--- src/rtl/execute_cycle.sv ---
// Execute stage of the 5-stage RISC-V pipeline: operand forwarding, ALU,
// branch resolution and the EX/MEM pipeline register.
module execute_cycle (
  input  logic        clk,
  input  logic        rst,
  input  logic        RegWriteE,
  input  logic        ALUSrcE,
  input  logic        MemWriteE,
  input  logic        ResultSrcE,
  input  logic        BranchE,
  input  logic [2:0]  ALUControlE,
  input  logic [31:0] RD1_E,
  input  logic [31:0] RD2_E,
  input  logic [31:0] Imm_Ext_E,
  input  logic [4:0]  RD_E,
  input  logic [4:0]  RS1_E,
  input  logic [4:0]  RS2_E,
  input  logic [31:0] PCE,
  input  logic [31:0] PCPlus4E,
  input  logic        RegWriteW,
  input  logic [4:0]  RDW,
  input  logic [31:0] ResultW,
  output logic        PCSrcE,
  output logic [31:0] PCTargetE,
  output logic        RegWriteM,
  output logic        MemWriteM,
  output logic        ResultSrcM,
  output logic [4:0]  RD_M,
  output logic [31:0] ALUResultM,
  output logic [31:0] WriteDataM,
  output logic [31:0] PCPlus4M
);

  logic        regWrite_q, regWrite_d;
  logic        memWrite_q, memWrite_d;
  logic        resultSrc_q, resultSrc_d;
  logic [4:0]  rd_q, rd_d;
  logic [31:0] aluResult_q, aluResult_d;
  logic [31:0] writeData_q, writeData_d;
  logic [31:0] pcPlus4_q, pcPlus4_d;

  logic [31:0] srcA, fwdB, srcB, aluResult;
  logic        zeroE;

  // Memory stage is younger than writeback, so it wins; x0 is never forwarded.
  always_comb begin
    srcA = RD1_E;
    if (regWrite_q && (rd_q != 5'd0) && (rd_q == RS1_E))
      srcA = aluResult_q;
    else if (RegWriteW && (RDW != 5'd0) && (RDW == RS1_E))
      srcA = ResultW;

    fwdB = RD2_E;
    if (regWrite_q && (rd_q != 5'd0) && (rd_q == RS2_E))
      fwdB = aluResult_q;
    else if (RegWriteW && (RDW != 5'd0) && (RDW == RS2_E))
      fwdB = ResultW;

    srcB = ALUSrcE ? Imm_Ext_E : fwdB;
  end

  always_comb begin
    aluResult = 32'd0;
    case (ALUControlE)
      3'b000:  aluResult = srcA + srcB;
      3'b001:  aluResult = srcA - srcB;
      3'b010:  aluResult = srcA & srcB;
      3'b011:  aluResult = srcA | srcB;
      3'b101:  aluResult = {31'd0, ($signed(srcA) < $signed(srcB))};
      default: aluResult = 32'd0;
    endcase
  end

  assign zeroE     = (aluResult == 32'd0);
  assign PCSrcE    = BranchE & zeroE;
  assign PCTargetE = PCE + Imm_Ext_E;

  // Store data is taken before the immediate mux so stores see forwarded values.
  always_comb begin
    regWrite_d  = RegWriteE;
    memWrite_d  = MemWriteE;
    resultSrc_d = ResultSrcE;
    rd_d        = RD_E;
    aluResult_d = aluResult;
    writeData_d = fwdB;
    pcPlus4_d   = PCPlus4E;
  end

  always_ff @(posedge clk or negedge rst) begin
    if (!rst) begin
      regWrite_q  <= 1'b0;
      memWrite_q  <= 1'b0;
      resultSrc_q <= 1'b0;
      rd_q        <= 5'd0;
      aluResult_q <= 32'd0;
      writeData_q <= 32'd0;
      pcPlus4_q   <= 32'd0;
    end else begin
      regWrite_q  <= regWrite_d;
      memWrite_q  <= memWrite_d;
      resultSrc_q <= resultSrc_d;
      rd_q        <= rd_d;
      aluResult_q <= aluResult_d;
      writeData_q <= writeData_d;
      pcPlus4_q   <= pcPlus4_d;
    end
  end

  assign RegWriteM  = regWrite_q;
  assign MemWriteM  = memWrite_q;
  assign ResultSrcM = resultSrc_q;
  assign RD_M       = rd_q;
  assign ALUResultM = aluResult_q;
  assign WriteDataM = writeData_q;
  assign PCPlus4M   = pcPlus4_q;

endmodule
--- config.mk ---
export PLATFORM = sky130hd
export DESIGN_NAME = execute_cycle
export DESIGN_NICKNAME = d
export VERILOG_FILES = /design/src/rtl/execute_cycle.sv
export SDC_FILE = /design/constraint.sdc
export NUM_CORES = 1
export LEC_CHECK = 0
export CORE_MARGIN = 8
export CORE_UTILIZATION = 23
export DETAILED_ROUTE_END_ITERATION = 10
export GPL_ROUTABILITY_DRIVEN = 1
export HOLD_SLACK_MARGIN = 0.03
export PLACE_DENSITY_LB_ADDON = 0.3
export SLEW_MARGIN = 20
export SYNTH_ARGS = -nofsm -noshare
export SYNTH_HDL_FRONTEND = slang
export SYNTH_SLANG_ARGS = --single-unit
--- constraint.sdc ---
create_clock -name clk -period 8.8 [get_ports clk]
set_clock_uncertainty 0.2 [all_clocks]
set_input_delay 1.32 -clock clk [delete_from_list [all_inputs] [get_ports clk]]
set_output_delay 1.32 -clock clk [all_outputs]
set_load 0.005 [all_outputs]
Yosys cells after proc, flatten, opt, wreduce, memory -nomap -nowiden

Index checks and enable logic that the tools add are counted.

$add $sub $neg: 3
Magnitude comparators: 1
Equal/unequal tests: 8
Mux-type cells: 6
Bitwise logic cells: 3
Reduce and logical (&&, ||, !) cells: 10

Operators with widths:

| cell               | number |
|---|---|
| $mux 32            | 5 |
| $pmux 32 s5        | 1 |
| $add 32x32->32     | 2 |
| $and 32x32->32     | 1 |
| $logic_not 32->1   | 1 |
| $lt 32x32->1       | 1 |
| $or 32x32->32      | 1 |
| $sub 32x32->32     | 1 |
| $eq 5x5->1         | 4 |
| $reduce_bool 5->1  | 2 |
| $eq 3x2->1 const B | 2 |
| $logic_and 1x1->1  | 6 |
| $eq 3x1->1 const B | 1 |
| $eq 3x3->1 const B | 1 |
| $logic_not 3->1    | 1 |
| $and 1x1->1        | 1 |

Bits in registers: 104
Input bits: 223
Output and inout bits: 137
Word-level logic and storage cells: 38

Longest topological paths before layout

Word-level depth: 10
Gate-level depth with buffers: 22
Gate-level depth less buffers: 21

Least setup slack after synthesis

Ideal clock, no wire load.

Kind: input-to-output
Start point: input port RDW[4]
End point: output port PCSrcE
Arrival: 6.523 ns
Slack: 0.757 ns
Stages: 20
Buffers on the path: 1
Path through: xnor2_1 -> nand3_1 -> nor4_1 -> clkbuf_1 -> mux2i_1 -> o21ai_0 -> mux2_2 -> ha_1 -> nor2_1 -> a221oi_2 -> o31ai_1 -> a311o_1 -> a21o_1 -> a21o_1 -> a41oi_1 -> xnor2_1 -> o221ai_1 -> or4b_1 -> or4_1 -> nor4_2

Longest elaborated chain between the ends: 10

Ends and longest elaborated chain:

| what                                             | RTL line | source |
|---|---|---|
| from (decl)                                      | 21       | `input logic [4:0] RDW,` |
| $reduce_bool 5->1                                | 56       | `else if (RegWriteW && (RDW != 5'd0) && (RDW == RS2_E))` |
| $logic_and 1x1->1                                | 56       |  |
| $logic_and 1x1->1 (*)                            | 56       |  |
| $mux 32 (*)                                      | 56       |  |
| $mux 32 (*)                                      | 54       | `if (regWrite_q && (rd_q != 5'd0) && (rd_q == RS2_E))` |
| named net fwdB[5]                                | 42       | `logic [31:0] srcA, fwdB, srcB, aluResult;` |
| $mux 32 (*)                                      | 59       | `srcB = ALUSrcE ? Imm_Ext_E : fwdB;` |
| $sub 32x32->32 or $add 32x32->32 (tied branches) | 66, 65   |  |
| $pmux 32 s5 (*)                                  | 64       | `case (ALUControlE)` |
| named net aluResult[23]                          | 42       |  |
| $logic_not 32->1 (*)                             | 74       | `assign zeroE = (aluResult == 32'd0);` |
| $and 1x1->1 (*)                                  | 75       | `assign PCSrcE = BranchE & zeroE;` |
| to (decl)                                        | 23       | `output logic PCSrcE,` |

The timed path passes the listed nets; every way through them passes the cells marked *.

Worst setup path after layout

Start point: input port RS2_E[4]
End point: output port PCSrcE

Longest elaborated chain between the ends: 9

Ends and longest elaborated chain:

| what                                             | RTL line | source |
|---|---|---|
| from (decl)                                      | 17       | `input logic [4:0] RS2_E,` |
| $eq 5x5->1                                       | 56       |  |
| $logic_and 1x1->1                                | 56       |  |
| $mux 32                                          | 56       |  |
| $mux 32 (*)                                      | 54       |  |
| named net fwdB[4]                                | 42       |  |
| $mux 32 (*)                                      | 59       |  |
| $sub 32x32->32 or $add 32x32->32 (tied branches) | 66, 65   |  |
| $pmux 32 s5 (*)                                  | 64       |  |
| named net aluResult[23]                          | 42       |  |
| $logic_not 32->1 (*)                             | 74       |  |
| $and 1x1->1 (*)                                  | 75       |  |

Marks and branches as above.

==> flow_metrics.env <==
export IMPL_status="completed"
export IMPL_period_needed_ps=8610
export IMPL_synth_seq_area_share_pct=23.1
export IMPL_drcViolationCount=0
export IMPL_nNetsFinal=2338
export IMPL_clock_sinks=104
export IMPL_arrival_ps=7090
export IMPL_clk_pin_slew_worst_paths_ps=80
export IMPL_tightest_slew_ps=924
export IMPL_cts_buffers=9
export IMPL_drt_iter0_drc=898
export IMPL_hold_violations=0
export IMPL_gp_congestion=0.958
export IMPL_synth_nets=1726
export IMPL_start_util_pct=23.2
export IMPL_grt_pass1_vias=13000
export IMPL_dpl_hpwl_microns=45400
export IMPL_whs_path_depth=2
export IMPL_holdWs_ps=354
export IMPL_totalWireLength_microns=53900
export IMPL_cts_tree="done"
export IMPL_grt_max_degree=67
export IMPL_p_leak_nw=7.94
export IMPL_synth_main_ff_cell="dfrtp_1"
export IMPL_synth_top_area_share_pct=23.1
export IMPL_die_x_microns=237
export IMPL_drt_vias_per_instance=4.83
export IMPL_design_area_sq_um=18200
export IMPL_dpl_cell_area_sq_um=17600
export IMPL_path_class="primary input to output pin"
export IMPL_total_power_mw=2.25
export IMPL_clk_path_buf_depth=2
export IMPL_wire_per_inst_microns=20.7
export IMPL_worstSkewPairLatency_ps=380
export IMPL_r2r_start="RD_M[1]"
export IMPL_cts_hold_buf=0
export IMPL_htree_levels=3
export IMPL_synth_warnings=0
export IMPL_antenna_found_initial=2
export IMPL_die_area_sq_um=56300
export IMPL_cts_root_buffer="clkbuf_16"
export IMPL_syn_area_sq_um=11300
export IMPL_yosys_area_top_type="dfrtp_1"
export IMPL_max_freq_mhz=116
export IMPL_drive_gt1_share_pct=21.1
export IMPL_setup_viol=0
export IMPL_cp_required_ps=7280
export IMPL_groute_usage_overall_pct=18.3
export IMPL_min_period_over_period_pct=97.8
export IMPL_async_flop_share_pct=100
export IMPL_powerDensity_nw_per_um2=124
export IMPL_slew_viol_final=0
export IMPL_antenna_cells=0
export IMPL_syn_area_per_cell_sq_um=8.20
export IMPL_area_growth_pct=61.2
export IMPL_dr_pass1_iters=6
export IMPL_grt_overflow_total=0
export IMPL_ys_ff_latch=104
export IMPL_syn_instance_count=1373
export IMPL_synth_cell_type_count=89
export IMPL_dr_total_vias=12600
export IMPL_worstHoldEndpoint="WriteDataM[14]"
export IMPL_postRouteAntennaNets=0
export IMPL_grt_pass1_wl_microns=80400
export IMPL_io_buffers=359
export IMPL_hp_start="ALUResultM[14]"
export IMPL_num_rows=81
export IMPL_max_slew_margin_pct=38.3
export IMPL_r2r_setup_slack_ps=2840
export IMPL_peakVddDrop_uv=98.2
export IMPL_core_area_sq_um=48600
export IMPL_worstSetupStartpointType="primary input"
export IMPL_hold_path_class="flop to flop"
export IMPL_synth_edff_count=0
export IMPL_synthTopCellsByArea="dfrtp_1, ha_1, mux2i_1"
export IMPL_crit_path_end_kind="output pin"
export IMPL_cap_violations=0
export IMPL_die_y_microns=237
export IMPL_r2r_end="ALUResultM[30]"
export IMPL_cp_max_fo=4
export IMPL_num_io_pins=360
export IMPL_reg2regPathDepth=26
[worst max-delay path, stage by stage]
cell	delay (ps)
clkdlybuf4s50_1	510
xnor2_1	150
nand3_1	150
nor4_4	140
buf_4	180
buf_4	140
buf_4	110
mux2i_1	180
o21ai_1	100
mux2_4	290
ha_1	290
nor2_1	70
a221oi_2	310
buf_4	170
o31ai_2	60
buf_4	150
a311o_1	370
a21o_1	230
a21o_1	190
a41oi_2	280
xnor2_2	170
o221ai_2	110
or4b_1	520
or4_4	540
nor4_4	140
buf_2	170
[worst max-delay path by stage]
stage	start	to	slack, ps	depth (start not counted)
detailed placement	RDW[2]	PCSrcE	-1030	25
global placement	RDW[2]	PCSrcE	-940	25
floorplan	RDW[4]	PCSrcE	760	20
CTS	RDW[2]	PCSrcE	2	25
finish	RS2_E[4]	PCSrcE	190	26
global route	RS2_E[4]	PCSrcE	-50	26
[state kept, by name, indices dropped and copies added, names as in the netlist]
signal,count
ALUResultM,32
MemWriteM,1
PCPlus4M,32
RD_M,5
RegWriteM,1
ResultSrcM,1
WriteDataM,32
[power breakdown]
part | switching (mW) | total (mW) | internal (mW)
Sequential | 0.0323 | 0.551 | 0.519
Combinational | 0.602 | 1.26 | 0.656
Clock | 0.217 | 0.441 | 0.224
[area by class of cell]
type	instances	area [sq um]
inverters	109	409
flip-flops and latches	104	2600
fillers	4958	30500
clock buffers	9	225
multi-input cells	1089	8050
well taps	622	778
repair buffers	672	6020
clock inverters	6	75.1
[cells by family (layout without fill, tap and decap cells)]
kind of cell	count (synthesis)	count (layout)	share of synthesized area, %
flops	104	104	23.1
fa+ha+maj	130	130	14.6
buf+inv	180	796	7.32
xor+xnor	73	73	5.68
simple gates	367	367	15.7
compound gates	418	418	24.1
mux	101	101	9.42
[layout by cell type, fill, tap and decap left out, types with 6 or more instances in the layout]
| cell type | synthesis | final |
|---|---|---|
| o22ai_1 | 12 | 11 |
| o21a_1 | 8 | 8 |
| o21ai_0 | 120 | 114 |
| nand2b_1 | 18 | 18 |
| clkbuf_16 | 0 | 9 |
| mux2i_1 | 70 | 70 |
| and3_1 | 8 | 8 |
| dlymetal6s2s_1 | 0 | 6 |
| o211ai_1 | 12 | 12 |
| a211oi_1 | 14 | 13 |
| buf_12 | 0 | 6 |
| mux2_2 | 30 | 29 |
| nor4_1 | 12 | 7 |
| a31oi_1 | 20 | 20 |
| or3_1 | 6 | 6 |
| nand4_1 | 11 | 11 |
| ha_1 | 127 | 125 |
| nor3_1 | 18 | 18 |
| a21oi_1 | 95 | 92 |
| nand3_1 | 25 | 22 |
| clkdlybuf4s50_1 | 0 | 349 |
| o31ai_1 | 10 | 9 |
| a21boi_0 | 6 | 6 |
| xnor2_1 | 53 | 52 |
| a21o_1 | 28 | 28 |
| nor2_1 | 86 | 85 |
| buf_4 | 1 | 308 |
| dfrtp_1 | 104 | 104 |
| inv_1 | 108 | 108 |
| nor2b_1 | 17 | 17 |
| o21ai_1 | 5 | 10 |
| xor2_1 | 20 | 20 |
| and2_1 | 8 | 8 |
| o21bai_1 | 10 | 9 |
| nand2_1 | 132 | 132 |
[per-stage QoR]
step	util [%]	std cells	setup TNS (ps)	setup slack (ps)
floorplan	-	1373	0	757
global placement	36.1	2584	-940	-940
detailed placement	36.1	2584	-1030	-1030
CTS	37.0	2604	0	1.76
global route	37.3	2611	-48.6	-48.6
finish	37.3	2611	0	192
[metal layers]
| metal | GRT usage, % | vias to the layer above | part of all wire, % |
|---|---|---|---|
| met2 | 31.6 | 394 | 48 |
| li1 | - | 6135 | - |
| met5 | 0 | - | 0.039 |
| met1 | 23.9 | 6008 | 44 |
| met4 | 5.06 | 4 | 2.2 |
| met3 | 2.27 | 65 | 5.1 |
[synthesized netlist by cell type, types with 5 or more instances]
master / instances
o2111ai_1: 5
dfrtp_1: 104
a21oi_1: 95
o21a_1: 8
inv_1: 108
xor2_1: 20
nand4_1: 11
o31a_1: 5
mux2_2: 30
ha_1: 127
nor4_1: 12
clkbuf_1: 49
mux2i_1: 70
nor2b_1: 17
or3_1: 6
buf_6: 5
and2_1: 8
a31oi_1: 20
a221oi_1: 5
o21bai_1: 10
o211ai_1: 12
xnor2_1: 53
nor4_2: 5
nor3_1: 18
nand2b_1: 18
nand2_1: 132
o31ai_1: 10
and3_1: 8
a21o_1: 28
nand3_1: 25
nor2_1: 86
clkbuf_8: 10
o22ai_1: 12
o21ai_0: 120
a21boi_0: 6
o21ai_1: 5
a211oi_1: 14
o311ai_0: 5
[repair_timing]
action,CTS,global route
resized for setup,26,23
hold endpoints to repair,0,0
pin swaps,7,15
endpoints found under the setup margin,1,1
buffers inserted,5,7
Note: power is estimated with default switching activity, not from simulation.
